<file path="src/rtl/jtframe_video_pkg.sv">
// Shared types and helpers for the video timing / resync control blocks.
//
// Contents:
//   state_t      - sequencing controller states (IDLE, MEASURE, LOCKED)
//   offset_t     - signed 4-bit sync offset (-8..+7)
//   cnt_max()    - all-ones saturation value for a counter of a given width
//   step_toward()- move an offset one step toward a requested value
package jtframe_video_pkg;

  typedef enum logic [1:0] {
    ST_IDLE    = 2'd0,
    ST_MEASURE = 2'd1,
    ST_LOCKED  = 2'd2
  } state_t;

  typedef logic signed [3:0] offset_t;

  // Saturation value of a w-bit counter (all ones)
  function automatic int cnt_max(input int w);
    return (1 << w) - 1;
  endfunction

  // One +1/-1 step toward the request; holds when already equal.
  // Requests are always in range, so stepping never wraps.
  function automatic offset_t step_toward(input offset_t cur, input offset_t req);
    offset_t res;
    if (req > cur)
      res = cur + 4'sd1;
    else if (req < cur)
      res = cur - 4'sd1;
    else
      res = cur;
    return res;
  endfunction

endpackage

</file>
<file path="src/rtl/jtframe_vidmeasure.sv">
// Video timing measurement for the resync controller.
//
// Detects rising edges of LHBL/LVBL (sampled on pxl_cen), counts pixels per
// line and lines per frame with saturating counters, and at each frame
// boundary captures the measured totals and reports whether the frame that
// just ended was valid and matched the previous one.
//
// Ports:
//   clk, rst_n   - clock, asynchronous active-low reset
//   pxl_cen      - pixel clock enable; nothing updates while low
//   LHBL, LVBL   - active-low horizontal / vertical blank
//   htotal       - last measured pixels per line
//   vtotal       - last measured lines per frame
//   frame_done   - single-cycle strobe on the LVBL rising edge
//   frame_valid  - ending frame had no saturation and non-zero totals
//   frame_match  - ending frame agrees with the stored htotal/vtotal
module jtframe_vidmeasure
  import jtframe_video_pkg::*;
#(
  parameter int CNTW = 10,
  parameter int VTOL = 1
) (
  input  logic            clk,
  input  logic            rst_n,
  input  logic            pxl_cen,
  input  logic            LHBL,
  input  logic            LVBL,
  output logic [CNTW-1:0] htotal,
  output logic [CNTW-1:0] vtotal,
  output logic            frame_done,
  output logic            frame_valid,
  output logic            frame_match
);

  localparam logic [CNTW-1:0] CNT_MAX = CNTW'(cnt_max(CNTW));
  localparam logic [CNTW-1:0] ONE     = CNTW'(1);
  localparam logic [CNTW-1:0] TOL     = CNTW'(VTOL);

  logic            lhbl_last, lvbl_last;
  logic            hb_edge, vb_edge;
  logic [CNTW-1:0] hcnt, vcnt;
  logic [CNTW-1:0] last_len;
  logic [CNTW-1:0] line_now;
  logic [CNTW-1:0] frame_lines;
  logic [CNTW-1:0] vdiff;
  logic            hsat, vsat;

  // Edges only count when pxl_cen is high, so blank toggles during a
  // disabled stretch are invisible.
  assign hb_edge = pxl_cen & LHBL & ~lhbl_last;
  assign vb_edge = pxl_cen & LVBL & ~lvbl_last;

  // A line edge landing in the same cycle as the frame edge belongs to the
  // frame that is ending, both for its length and its line count.
  assign line_now    = hb_edge ? (hcnt + ONE) : last_len;
  assign frame_lines = vcnt + (hb_edge ? ONE : '0);

  assign vdiff = (frame_lines >= vtotal) ? (frame_lines - vtotal)
                                         : (vtotal - frame_lines);

  // Compared against the stored totals before they are overwritten
  assign frame_done  = vb_edge;
  assign frame_match = (line_now == htotal) && (vdiff <= TOL);
  assign frame_valid = ~hsat & ~vsat & (line_now != '0) & (frame_lines != '0);

  always_ff @(posedge clk or negedge rst_n) begin
    if (!rst_n) begin
      lhbl_last <= 1'b0;
      lvbl_last <= 1'b0;
    end else if (pxl_cen) begin
      lhbl_last <= LHBL;
      lvbl_last <= LVBL;
    end
  end

  // Pixel counter: restarts on each line, sticks at all-ones if the line
  // edge never comes (LHBL stuck).
  always_ff @(posedge clk or negedge rst_n) begin
    if (!rst_n) begin
      hcnt     <= '0;
      last_len <= '0;
    end else if (pxl_cen) begin
      if (hb_edge) begin
        hcnt     <= '0;
        last_len <= line_now;
      end else if (hcnt != CNT_MAX) begin
        hcnt <= hcnt + ONE;
      end
    end
  end

  // Line counter: restarts on each frame, sticks at all-ones if the frame
  // edge never comes (LVBL missing).
  always_ff @(posedge clk or negedge rst_n) begin
    if (!rst_n) begin
      vcnt <= '0;
    end else if (pxl_cen) begin
      if (vb_edge)
        vcnt <= '0;
      else if (hb_edge && vcnt != CNT_MAX)
        vcnt <= vcnt + ONE;
    end
  end

  // Saturation flags remember any overflow during the frame and are
  // consumed at the frame edge.
  always_ff @(posedge clk or negedge rst_n) begin
    if (!rst_n) begin
      hsat <= 1'b0;
      vsat <= 1'b0;
    end else if (pxl_cen) begin
      if (vb_edge) begin
        hsat <= 1'b0;
        vsat <= 1'b0;
      end else begin
        if (!hb_edge && hcnt == CNT_MAX)
          hsat <= 1'b1;
        if (hb_edge && vcnt == CNT_MAX)
          vsat <= 1'b1;
      end
    end
  end

  // Totals captured together at the frame edge
  always_ff @(posedge clk or negedge rst_n) begin
    if (!rst_n) begin
      htotal <= '0;
      vtotal <= '0;
    end else if (vb_edge) begin
      htotal <= line_now;
      vtotal <= frame_lines;
    end
  end

endmodule

</file>
<file path="src/rtl/jtframe_resync_ctl.sv">
// Sequencing controller for the sync-resync datapath.
//
// Measures the incoming video timing, declares lock after LOCK_FRAMES
// consistent frames, then walks the applied H/V sync offsets one step per
// frame toward the requested values. Offsets only change at frame edges and
// are forced to zero whenever the timing is not locked.
//
// Ports:
//   clk, rst_n          - clock, asynchronous active-low reset
//   pxl_cen             - pixel clock enable; all state holds while low
//   LHBL, LVBL          - active-low horizontal / vertical blank
//   hoff_req, voff_req  - requested signed offsets (-8..+7)
//   hoffset, voffset    - applied signed offsets
//   locked              - timing stable, offsets live
//   htotal, vtotal      - last measured pixels per line / lines per frame
module jtframe_resync_ctl
  import jtframe_video_pkg::*;
#(
  parameter int CNTW        = 10,
  parameter int LOCK_FRAMES = 4,
  parameter int VTOL        = 1
) (
  input  logic            clk,
  input  logic            rst_n,
  input  logic            pxl_cen,
  input  logic            LHBL,
  input  logic            LVBL,
  input  logic [3:0]      hoff_req,
  input  logic [3:0]      voff_req,
  output logic [3:0]      hoffset,
  output logic [3:0]      voffset,
  output logic            locked,
  output logic [CNTW-1:0] htotal,
  output logic [CNTW-1:0] vtotal
);

  localparam logic [3:0] LOCK_LAST = 4'(LOCK_FRAMES - 1);

  state_t     state, state_nx;
  logic [3:0] mcnt, mcnt_nx;
  offset_t    hoff, hoff_nx;
  offset_t    voff, voff_nx;
  logic       locked_nx;
  logic       frame_done, frame_valid, frame_match;
  logic       frame_good;

  jtframe_vidmeasure #(
    .CNTW (CNTW),
    .VTOL (VTOL)
  ) u_measure (
    .clk         (clk),
    .rst_n       (rst_n),
    .pxl_cen     (pxl_cen),
    .LHBL        (LHBL),
    .LVBL        (LVBL),
    .htotal      (htotal),
    .vtotal      (vtotal),
    .frame_done  (frame_done),
    .frame_valid (frame_valid),
    .frame_match (frame_match)
  );

  assign frame_good = frame_valid & frame_match;

  assign hoffset = hoff;
  assign voffset = voff;

  always_ff @(posedge clk or negedge rst_n) begin
    if (!rst_n) begin
      state  <= ST_IDLE;
      mcnt   <= '0;
      hoff   <= '0;
      voff   <= '0;
      locked <= 1'b0;
    end else begin
      state  <= state_nx;
      mcnt   <= mcnt_nx;
      hoff   <= hoff_nx;
      voff   <= voff_nx;
      locked <= locked_nx;
    end
  end

  // Everything moves only on frame_done, which already includes pxl_cen,
  // so offsets can never jump in the middle of a frame.
  always_comb begin
    state_nx  = state;
    mcnt_nx   = mcnt;
    hoff_nx   = hoff;
    voff_nx   = voff;
    locked_nx = locked;
    if (frame_done) begin
      case (state)
        // The first edge only seeds the stored totals
        ST_IDLE: begin
          state_nx  = ST_MEASURE;
          mcnt_nx   = '0;
          hoff_nx   = '0;
          voff_nx   = '0;
          locked_nx = 1'b0;
        end
        ST_MEASURE: begin
          hoff_nx   = '0;
          voff_nx   = '0;
          locked_nx = 1'b0;
          if (frame_good) begin
            if (mcnt == LOCK_LAST) begin
              state_nx  = ST_LOCKED;
              mcnt_nx   = '0;
              locked_nx = 1'b1;
            end else begin
              mcnt_nx = mcnt + 4'd1;
            end
          end else begin
            mcnt_nx = '0;
          end
        end
        ST_LOCKED: begin
          if (frame_good) begin
            hoff_nx = step_toward(hoff, $signed(hoff_req));
            voff_nx = step_toward(voff, $signed(voff_req));
          end else begin
            state_nx  = ST_MEASURE;
            mcnt_nx   = '0;
            hoff_nx   = '0;
            voff_nx   = '0;
            locked_nx = 1'b0;
          end
        end
        default: begin
          state_nx  = ST_IDLE;
          mcnt_nx   = '0;
          hoff_nx   = '0;
          voff_nx   = '0;
          locked_nx = 1'b0;
        end
      endcase
    end
  end

endmodule

</file>
<file path="config.mk">
export PLATFORM = sky130hd
export DESIGN_NAME = jtframe_resync_ctl
export DESIGN_NICKNAME = d
export VERILOG_FILES = /design/src/rtl/jtframe_video_pkg.sv /design/src/rtl/jtframe_vidmeasure.sv /design/src/rtl/jtframe_resync_ctl.sv
export SDC_FILE = /design/constraint.sdc
export NUM_CORES = 1
export LEC_CHECK = 0
export CAP_MARGIN = 20
export CORE_MARGIN = 5
export CORE_UTILIZATION = 41
export DETAILED_ROUTE_END_ITERATION = 7
export MAX_ROUTING_LAYER = met4
export SYNTH_ARGS = -nofsm -noshare
export SYNTH_HDL_FRONTEND = slang
export SYNTH_HIERARCHICAL = 1
export SYNTH_SLANG_ARGS = --single-unit
</file>
<file path="constraint.sdc">
create_clock -name clk -period 7.4 [get_ports clk]
set_clock_uncertainty 0.2 [all_clocks]
set_input_delay 0.74 -clock clk [delete_from_list [all_inputs] [get_ports clk]]
set_output_delay 0.74 -clock clk [all_outputs]
set_load 0.01 [all_outputs]
</file>
[Word-level counts from Yosys, hierarchy flattened]
Index checks and enable logic that the tools add are counted.
Cells by class
  divide/modulo/power cells: 0
  add/sub/neg operators: 10
  shift operators: 0
  eq/ne operators: 13
  reduce and logical (&&, ||, !) cells: 21
  multipliers: 0
  $lt $le $gt $ge: 6
  bitwise operators: 12
  mux-type cells: 31
Operator list (count)
  two-way mux 10 bit: 6
  two-way mux 4 bit: 11
  adder 10 x 1 -> 10 bit, second input constant: 2
  equality test 10 bit, second input constant: 2
  != test 10 bit, second input constant: 2
  nonzero test 10 bit: 2
  subtractor 10 bit: 2
  AND reduction 2 bit: 8
  adder 10 bit: 1
  equality test 10 bit: 1
  greater-or-equal comparator 10 bit: 1
  less-or-equal comparator 10 x 1 -> 1 bit, second input constant: 1
  adder 4 x 2 -> 4 bit, second input constant: 2
  bitwise AND 1 bit: 8
  greater-than comparator 4 bit: 2
  less-than comparator 4 bit: 2
  two-way mux 1 bit: 8
  != test 4 bit, second input constant: 2
  case mux 4 bit (2 select lines): 1
  nonzero test 2 bit: 4
  subtractor 4 x 2 -> 4 bit, second input constant: 2
  two-way mux 2 bit: 3
  != test 2 bit, second input constant: 3
  case mux 2 bit (3 select lines): 1
  10 further kinds: 16
Storage, ports and cells
  bits in read-only memories: 0
  memories: 0
  bits in latches: 0
  input port bits: 13
  RAM bits: 0
  register bits: 69

[Depth between registers and ports, before layout]
Gate-level depths: netlist of run 1.
  word-level depth: 11
  gate-level depth with buffers: 23
  gate-level depth less buffers: 21

[Cells and area by module]
Netlist of run 1, hierarchy kept.
Modules (own cells, without submodules)
  jtframe_vidmeasure: times used 1, cells each 454, area an instance 3732.3 µm²
  jtframe_resync_ctl: times used 1, cells each 120, area an instance 1124.8 µm²

[Least setup slack after synthesis of run 1]
No wires, ideal clock.
  path kind: input -> register
  start point: input pxl_cen
  end point: register mcnt[3]
  cell stages on the path: 21
  arrival: 5.387 ns
  slack: 1.717 ns
  library setup time: 0.095 ns
  cell sequence: buf_2 nand3b_1 inv_2 buf_1 ha_1 xor2_1 inv_1 fa_1 nand2b_2 a21oi_4 a41oi_2 nor3_2 nor3_2 or4_1 a2111oi_1 and4_1 nand4_1 or3b_2 nor2b_1 o21ai_0 o31ai_1
On the way
  cells in the longest elaborated chain, start to end: 11
  elaborated cells between the ends (all ways): 23
  classes of those cells: add/sub (3); order compare (2); eq/ne (2); mux (5); bitwise (7); reduce/logical (4)
Ends and longest elaborated chain
  start, declared: RTL line jtframe_resync_ctl.sv:25  | input logic pxl_cen,
  bitwise AND 1 bit (*) (2 in a row): RTL line jtframe_vidmeasure.sv:50  | assign hb_edge = pxl_cen & LHBL & ~lhbl_last;
  two-way mux 1 bit (*): RTL line jtframe_vidmeasure.sv:56  | assign frame_lines = vcnt + (hb_edge ? ONE : '0);
  adder 10 bit (*): RTL line jtframe_vidmeasure.sv:56
  named net u_measure.frame_lines[1]: RTL line jtframe_vidmeasure.sv:44  | logic [CNTW-1:0] frame_lines;
  subtractor 10 bit (tied with other cells): RTL line jtframe_vidmeasure.sv:59  | : (vtotal - frame_lines);
  two-way mux 10 bit (*): RTL line jtframe_vidmeasure.sv:58  | assign vdiff = (frame_lines >= vtotal) ? (frame_lines - vtotal)
  less-or-equal comparator 10 x 1 -> 1 bit (*): RTL line jtframe_vidmeasure.sv:63  | assign frame_match = (line_now == htotal) && (vdiff <= TOL);
  logical AND 1 bit (*): RTL line jtframe_vidmeasure.sv:63
  named net frame_match: RTL line jtframe_resync_ctl.sv:44  | logic frame_done, frame_valid, frame_match;
  bitwise AND 1 bit (*): RTL line jtframe_resync_ctl.sv:63  | assign frame_good = frame_valid & frame_match;
  two-way mux 4 bit / != test 2 bit (equally long branches)
  case mux 4 bit (2 select lines) / AND reduction 2 bit (equally long branches)
  end signal, assigned: RTL line jtframe_resync_ctl.sv:77  | mcnt <= mcnt_nx;
  end, declared: RTL line jtframe_resync_ctl.sv:40  | logic [3:0] mcnt, mcnt_nx;
The timed path passes the listed nets; every way through them passes the cells marked *.
A chain may end at the register's enable or synchronous reset.

[Worst setup path in the final report of run 1]
  start point: input pxl_cen
  end point: register voff[2] (netlist: voffset[2])
On the way
  cells in the longest elaborated chain, start to end: 11
  elaborated cells between the ends (all ways): 23
  classes of those cells: add/sub (3); order compare (2); eq/ne (2); mux (5); bitwise (7); reduce/logical (4)
Ends and longest elaborated chain
  bitwise AND 1 bit (*) (2 in a row): RTL line jtframe_vidmeasure.sv:50
  two-way mux 1 bit (*): RTL line jtframe_vidmeasure.sv:56
  adder 10 bit (*): RTL line jtframe_vidmeasure.sv:56
  named net u_measure.frame_lines[1]: RTL line jtframe_vidmeasure.sv:44
  subtractor 10 bit (tied with other cells): RTL line jtframe_vidmeasure.sv:59
  two-way mux 10 bit (*): RTL line jtframe_vidmeasure.sv:58
  less-or-equal comparator 10 x 1 -> 1 bit (*): RTL line jtframe_vidmeasure.sv:63
  logical AND 1 bit (*): RTL line jtframe_vidmeasure.sv:63
  named net frame_match: RTL line jtframe_resync_ctl.sv:44
  bitwise AND 1 bit (*): RTL line jtframe_resync_ctl.sv:63
  != test 4 bit (no line) / two-way mux 4 bit (equally long branches)
  AND reduction 2 bit (no line) / two-way mux 4 bit (equally long branches)
  end signal, assigned: RTL line jtframe_resync_ctl.sv:79  | voff <= voff_nx;
  end, declared: RTL line jtframe_resync_ctl.sv:42  | offset_t voff, voff_nx;
Marks and branches as above.

==> summary.md, run 1 <==
| Metric | Value |
|---|---|
| Status | finished, final reports clean |
| Clock power share | 30.9% |
| P_leak | 2.56 nW |
| PD cells | 281 nW/um^2 |
| Number of buffers and inverters on the critical path | 3 |
| Area leader, netlist | dfrtp_1 |
| I/O Buffers | 41 |
| Synth Register Bits | 69 |
| # placed instances | 742 |
| Main flop type after synthesis | dfrtp_1 |
| CP max FO | 18 |
| Clk sinks | 69 |
| Unrepaired setup endpoints after global routing | no |
| H-tree depth | 3 |
| Inserted Diodes | 0 |
| Seq pwr share | 29.7% |
| Least-Margin Pin Slew | 0.877 ns |
| CP Data Arrival Time | 6.22 ns |
| Worst path required time | 7.45 ns |
| CP top delay family | simple AND/OR/NAND/NOR gates |
| CTS tree | yes |
| Routed len/inst | 14.8 um |
| Critical Path Source Type | primary input |
| Core area | 11500 um^2 |
| Max Clock Freq | 162 MHz |
| Drt total wl | 11.2 mm |
| Net Count, Synth | 627 |
| Vias per Instance | 5.37 |
| Gate power share | 39.3% |
| Initial antenna violation count | 0 |
| Max incr delay on CP | 0.64 ns |
| Hold Buf Count CTS | 0 |
| P_int | 0.00103 W |
| Switching pwr | 0.000577 W |
| Avg Inst Size Synth | 8.46 um^2 |
| Share of layout cells above drive strength 1 | 5.53% |
| Commonest cells in the synthesized netlist | nand2_1, dfrtp_1, o21ai_0, inv_1, nor2_1 |
| Clock root buffer master | clkbuf_16 |
| Post-CTS Setup Bufs | 0 |
| Setup Crit Path Kind | in2reg |
| Largest net degree at the start of global routing | 70 |
| Fraction of power spent switching nets | 35.8% |
| Yosys top cell area share | 35.5% |
| Crit-path cells | clkdlybuf4s50_1, nand3b_1, inv_2, ha_1, xor2_1, inv_1, fa_1, nand2b_2, a21oi_4, a41oi_2, nor3_2, nor3_2, or4_1, a2111oi_1, and4_1, nand2_1, nor3b_1, a31oi_1, o22ai_1 |
| DRT Pass-1 Iters | 5 |
| Count leader, synth | nand2_1 |
| Post-synth EDFFs | 0 |
| Clock Latency Late Sink | 0.33 ns |
| HPWL after detailed placement | 8.39 mm |
| First-pass GRT wire length | 19.4 mm |
| Critical path capture point type | register |
| Worst hold path class | reg2reg |
| Gate Count Post-Synth | 574 |
| CP dominant cell by count | nor3_2 |
| Clock tree buffer depth | 2 |
| Detail Route Antenna Nets | 0 |
| Top cells by area, synth | dfrtp_1, ha_1, nand2_1 |
| Vias in the first global route | 3935 |
| Layout area overhead | 18.0% |
| Die Y | 119 um |
| Slowest cell on crit path | clkdlybuf4s50_1 |
| Nets@finish | 663 |
| Seq/Total Area, Yosys | 35.5% |
| Final setup viols | 0 |
| # IOs | 42 |
| Post-route clock period utilization | 83.3% |
| Num rows | 39 |
| Final cell count without fillers | 758 |
| Slew margin rel. | 41.5% |
| Fillers | 1110 |
| Num CTS Buffers | 9 |
| Maxcap violations | 0 |
| Initial Util | 42.2% |
| Total GRT Usage | 17.2% |
| Final GP Congestion | 0.917 |
| Final Max Tran Viols | 0 |
| # DRC | 0 |
| Post-Syn Area | 4860 um^2 |
| 1st-iter DRT viols | 263 |
| Maximum VDD drop | 0.134 mV |
| Total negative setup slack | 0 ns |
| Clock transition at path regs | 0.05 ns |
| Netlist cell types | 67 |
| Die W | 119 um |
| Final hold violations | 0 |
| DR vias | 4071 |
| Post-cts resize count | 0 |
| Warnings from Yosys | 6 |
| Ys async rst share | 100% |
| Die Footprint | 14100 um^2 |
| Minimum clock period after layout | 6.16 ns |
| PnR Total Power | 0.00161 W |
| Total gr overflow | 0 |
## worst paths after layout
kind                                            startpoint                           endpoint  slack, ns  depth (start not counted)
max                                                pxl_cen             voffset[2]$_DFFE_PN0P_       1.24                         19
min                                     locked$_DFFE_PN0P_                 locked$_DFFE_PN0P_       0.28                          1
max reg2reg                u_measure/lhbl_last$_DFFE_PN0P_             voffset[2]$_DFFE_PN0P_       1.90                         18
min reg2reg                             locked$_DFFE_PN0P_                 locked$_DFFE_PN0P_       0.28                          1
max in group asynchronous                            rst_n                 locked$_DFFE_PN0P_       6.02                          2
min in group asynchronous                            rst_n  u_measure/last_len[6]$_DFFE_PN0P_       0.40                          2
## metal layers
metal,up-vias,track usage [%],share of wire [%]
met5,-,-,0
met4,0,6.88,2.4
met3,20,3.22,3.8
met2,88,24.8,44
met1,1908,23.9,50
li1,2055,-,-
## state kept, by name, indices dropped and copies added (netlist names), 2 cells and up
name / flops
hoffset: 4
mcnt: 4
state: 2
u_measure/hcnt: 10
u_measure/htotal: 10
u_measure/last_len: 10
u_measure/vcnt: 10
u_measure/vtotal: 10
voffset: 4
## placed cells by master, fill, tap and decap left out, types with 3 or more instances in the layout
master / synthesis / routed
fa_1: 4 / 4
nor3_1: 8 / 8
or3_1: 5 / 5
o41ai_1: 3 / 3
nand3_1: 23 / 23
nand3b_1: 3 / 3
o31ai_1: 3 / 3
mux2i_1: 4 / 4
nand2_1: 75 / 75
clkbuf_16: 0 / 9
xnor2_1: 30 / 30
bufinv_16: 0 / 3
nor2b_1: 5 / 5
xor2_1: 13 / 13
dfrtp_1: 69 / 69
o21a_1: 6 / 6
buf_4: 0 / 4
inv_1: 51 / 51
nor4_1: 4 / 4
a211oi_1: 3 / 3
and3_1: 7 / 7
nand4_1: 13 / 13
ha_1: 36 / 36
o21ai_1: 3 / 3
o22ai_1: 5 / 5
clkdlybuf4s50_1: 0 / 40
nor2_1: 51 / 51
o21ai_0: 56 / 56
nand2b_1: 5 / 5
o211ai_1: 3 / 3
a21oi_1: 19 / 19
a21o_1: 3 / 3
## cells by family (layout without fill, tap and decap cells)
| family | Yosys count | count (layout) | share of synthesized area, % |
|---|---|---|---|
| AOI/OAI and AO/OA | 127 | 127 | 16.9 |
| xor gates and xnor gates | 44 | 44 | 8.22 |
| adders and majority gates | 40 | 40 | 10.9 |
| buffers and inverters | 72 | 113 | 5.69 |
| DFF | 69 | 69 | 35.5 |
| muxes | 5 | 5 | 1.06 |
| and+or+nand+nor | 217 | 217 | 21.7 |
## worst reg2reg max path: stages (launching register included)
cell,delay [ns]
dfrtp_1,0.37
nand3b_1,0.18
inv_2,0.28
ha_1,0.26
xor2_1,0.41
inv_1,0.15
fa_1,0.44
nand2b_2,0.23
a21oi_4,0.19
a41oi_2,0.07
nor3_2,0.25
nor3_2,0.13
or4_1,0.53
a2111oi_1,0.34
and4_1,0.34
nand2_1,0.09
nor3b_1,0.54
a31oi_1,0.24
o22ai_1,0.19
## through the flow
stage               hold slack (ns)  setup slack (ns)  area, um^2  utilization (%)
finish                        0.279              1.24        5730             49.8
global route                  0.310             0.796        5730             49.8
CTS                           0.286              1.23        5730             49.8
detailed placement            0.273             0.907        5390             46.8
global placement              0.266              1.10        5390             46.8
floorplan                     0.238              1.72        4860                -
## power groups by stage
stage / logic, W / registers (W) / clock network, W
floorplan: 0.000449 / 0.000481 / 0
global placement: 0.000620 / 0.000484 / 0
detailed placement: 0.000626 / 0.000486 / 0
CTS: 0.000632 / 0.000479 / 0.000507
global route: 0.000705 / 0.000488 / 0.000526
finish: 0.000633 / 0.000479 / 0.000498
## cell type report
| cell class | instances | area, um^2 | share of cell area (%) |
|---|---|---|---|
| clock buffers | 10 | 229 | 4.00 |
| clock inverters | 6 | 111 | 1.94 |
| inverters | 52 | 195 | 3.41 |
| multi-input cells | 433 | 2850 | 49.8 |
| flip-flops and latches | 69 | 1730 | 30.1 |
| well taps | 143 | 179 | 3.12 |
| repair buffers | 45 | 435 | 7.60 |
No activity file was read; power rests on OpenSTA's default activity.
==> run 2: changes to the inputs <==
==> constraint.sdc (replaced) <==
create_clock -name clk -period 6.2 [get_ports clk]
set_clock_uncertainty 0.2 [all_clocks]
set_input_delay 0.62 -clock clk [delete_from_list [all_inputs] [get_ports clk]]
set_output_delay 0.62 -clock clk [all_outputs]
set_load 0.01 [all_outputs]
==> run 2 against run 1 <==
  * Wire length grew 0.72%
  * Combinational power grew 21%
  * Worst setup slack worse by 0.42 ns
  * Flip-flop and latch count unchanged
  * Critical path depth rose by 2
  * Sequential share of layout area about the same
  * Count of clock-buffer cells in the layout rose by 3
  * Core utilization barely moved
  * Global-route usage decreased by 0.29 points
  * Via count increased by 0.66%
  * Hold slack improved by 0.0015 ns
  * Critical path type unchanged
  * Largest power group unchanged
  * Highest routed layer unchanged
==> summary.md, run 2 (synthesis results as in run 1) <==
| Metric | Value |
|---|---|
| Detail Route Antenna Nets | 0 (unchanged) |
| Clock transition at path regs | 0.06 ns (about the same) |
| Fraction of power spent switching nets | 36.6% (+0.82 points) |
| CP top delay family | simple AND/OR/NAND/NOR gates |
| Vias in the first global route | 3885 (-1.3%) |
| HPWL after detailed placement | 8.30 mm (-1.0%) |
| PnR Total Power | 0.00187 W (+16%) |
| CP max FO | 11 (-7) |
| # DRC | 0 (unchanged) |
| Max Clock Freq | 186 MHz |
| Inserted Diodes | 0 (unchanged) |
| Pre-CTS setup slack | 0.486 ns (-0.421 ns) |
| CP Data Arrival Time | 5.38 ns (-0.84 ns) |
| First-pass GRT wire length | 19.1 mm (-1.5%) |
| WHS | 0.281 ns (+0.00147 ns) |
| Worst path required time | 6.19 ns (-1.26 ns) |
| Crit-path cells | clkdlybuf4s50_1, nand3b_1, inv_2, ha_1, nand3_1, xor2_1, inv_1, ha_1, nor2_1, a21oi_4, a41oi_2, nor3_2, nor3_2, or4_1, a2111oi_1, and4_1, nand4b_1, nor2_1, a21oi_1, nand3_1, o221ai_1 |
| Final GP Congestion | 0.864 (-5.7%) |
| H-tree depth | 3 (unchanged) |
| Share of layout cells above drive strength 1 | 6.13% (+0.60 points) |
| Slowest cell on crit path | or4_1 |
| Initial antenna violation count | 0 (unchanged) |
| Maxcap violations | 0 (unchanged) |
| Clock Latency Late Sink | 0.33 ns (about the same) |
| Post-CTS Setup Bufs | 0 (unchanged) |
| DRT Pass-1 Iters | 4 (-1) |
| Most frequent cells in the layout | nand2_1, dfrtp_1, o21ai_0 |
| Clock power share | 28.3% (-2.6 points) |
| Post-cts resize count | 0 (unchanged) |
| Die Y | 119 um (unchanged) |
| Worst hold path class | in2async |
| Slew margin rel. | 39.7% (-1.8 points) |
| Status | finished, final reports clean |
| Clock root buffer master | clkbuf_16 |
| Commonest non-fill, non-tap cell in the layout | nand2_1 |
| R2r startpoint | u_measure/lhbl_last$_DFFE_PN0P_ |
| Final WS setup | 0.813 ns (-0.423 ns) |
| Final Max Tran Viols | 0 (unchanged) |
| Max incr delay on CP | 0.52 ns (-0.12 ns) |
| Largest net degree at the start of global routing | 70 (unchanged) |
| Final hold violations | 0 (unchanged) |
| Hold Buf Count CTS | 0 (unchanged) |
| P_leak | 2.57 nW (+0.50%) |
| Drt total wl | 11.3 mm (+0.72%) |
| Routed len/inst | 14.8 um (about the same) |
| Total GRT Usage | 16.9% (-0.29 points) |
| Crit path launch | pxl_cen |
| CTS tree | yes |
| Die Footprint | 14100 um^2 (unchanged) |
| PD cells | 326 nW/um^2 (+16%) |
| Fillers | 1124 (+1.3%) |
| Total gr overflow | 0 (unchanged) |
| Critical Path Source Type | primary input |
| Clk sinks | 69 (unchanged) |
| 1st-iter DRT viols | 231 (-12%) |
| Setup Crit Path Kind | in2reg |
| Post-route clock period utilization | 86.9% |
| Final setup viols | 0 (unchanged) |
| Unrepaired setup endpoints after global routing | no |
| Maximum VDD drop | 0.134 mV (+0.10%) |
| Nets@finish | 668 (+0.75%) |
| Layout area overhead | 18.0% (about the same) |
| Die W | 119 um (unchanged) |
| DR vias | 4098 (+0.66%) |
| I/O Buffers | 41 (unchanged) |
| P_int | 0.00118 W (+15%) |
| Number of buffers and inverters on the critical path | 3 (unchanged) |
| Switching pwr | 0.000685 W (+19%) |
| Total negative setup slack | 0 ns (unchanged) |
| Gate power share | 41.0% (+1.7 points) |
| Num rows | 39 (unchanged) |
| Initial Util | 42.2% (unchanged) |
| Core area | 11500 um^2 (unchanged) |
| Least-Margin Pin Slew | 0.904 ns (+0.0269 ns) |
| Critical path capture point type | register |
| Num CTS Buffers | 9 (unchanged) |
| Vias per Instance | 5.37 (about the same) |
| # IOs | 42 (unchanged) |
| Minimum clock period after layout | 5.39 ns |
| Clock tree buffer depth | 2 (unchanged) |
| Seq pwr share | 30.7% (+1.0 points) |
-- run 2: changes by cell type in the layout (fill, tap and decap cells not counted) --
cell        previous run  this run
clkinvlp_4             1         0
clkbuf_8               0         2
buf_4                  4         9
bufinv_16              3         1
clkbuf_1               1         2
-- run 2: cell type report --
cell class                      count  area, um^2  area share, %
Clock inverter                      3        43.8          0.764
Inverter                           52         195           3.41
Clock buffer                       13         260           4.54
Multi-Input combinational cell    433        2850           49.8
Timing Repair Buffer               50         473           8.25
Sequential cell                    69        1730           30.1
Tap cell                          143         179           3.12
-- run 2: layer usage --
| layer | track usage (%) | up-vias | part of all wire [%] |
|---|---|---|---|
| met4 | 5.50 | 0 | 1.0 |
| li1 | - | 2072 | - |
| met2 | 25.4 | 82 | 45 |
| met1 | 23.3 | 1936 | 50 |
| met3 | 2.89 | 8 | 3.6 |
| met5 | - | - | 0 |
-- run 2: power groups by stage --
stage | clock network, W | registers (W) | logic [W]
2_1_floorplan | 0 | 0.000574 | 0.000536
3_3_place_gp | 0 | 0.000578 | 0.000754
3_5_place_dp | 0 | 0.000581 | 0.000758
4_1_cts | 0.000543 | 0.000573 | 0.000762
5_1_grt | 0.000566 | 0.000583 | 0.000846
6_report | 0.000530 | 0.000573 | 0.000767
-- run 2: final timing paths --
kind / endpoint / cells past startpoint / slack [ns]
max in group asynchronous: mcnt[1]$_DFFE_PN0P_ / 2 / 4.91
worst min register to register: locked$_DFFE_PN0P_ / 1 / 0.28
worst max register to register: hoffset[3]$_DFFE_PN0P_ / 20 / 1.14
min in group clk: locked$_DFFE_PN0P_ / 1 / 0.28
worst max-delay path: hoffset[3]$_DFFE_PN0P_ / 21 / 0.81
worst min-delay path: u_measure/hcnt[2]$_DFFE_PN0P_ / 2 / 0.28
-- run 2: worst reg2reg max path, cell delays in order, from the launching register on --
cell       delay (ns)
dfrtp_1          0.37
nand3b_1         0.19
inv_2            0.12
ha_1             0.19
nand3_1          0.17
xor2_1           0.30
inv_1            0.08
ha_1             0.48
nor2_1           0.13
a21oi_4          0.19
a41oi_2          0.07
nor3_2           0.23
nor3_2           0.08
or4_1            0.52
a2111oi_1        0.33
and4_1           0.32
nand4b_1         0.36
nor2_1           0.20
a21oi_1          0.18
nand3_1          0.13
o221ai_1         0.10
-- run 2: through the flow --
step	cell area [um^2]	cells	utilization [%]
final	5730	763	49.8
after global routing	5730	763	49.8
after CTS	5730	763	49.8
after detailed placement	5430	747	47.1
after global placement	5430	747	47.1
after floorplan	4860	574	-
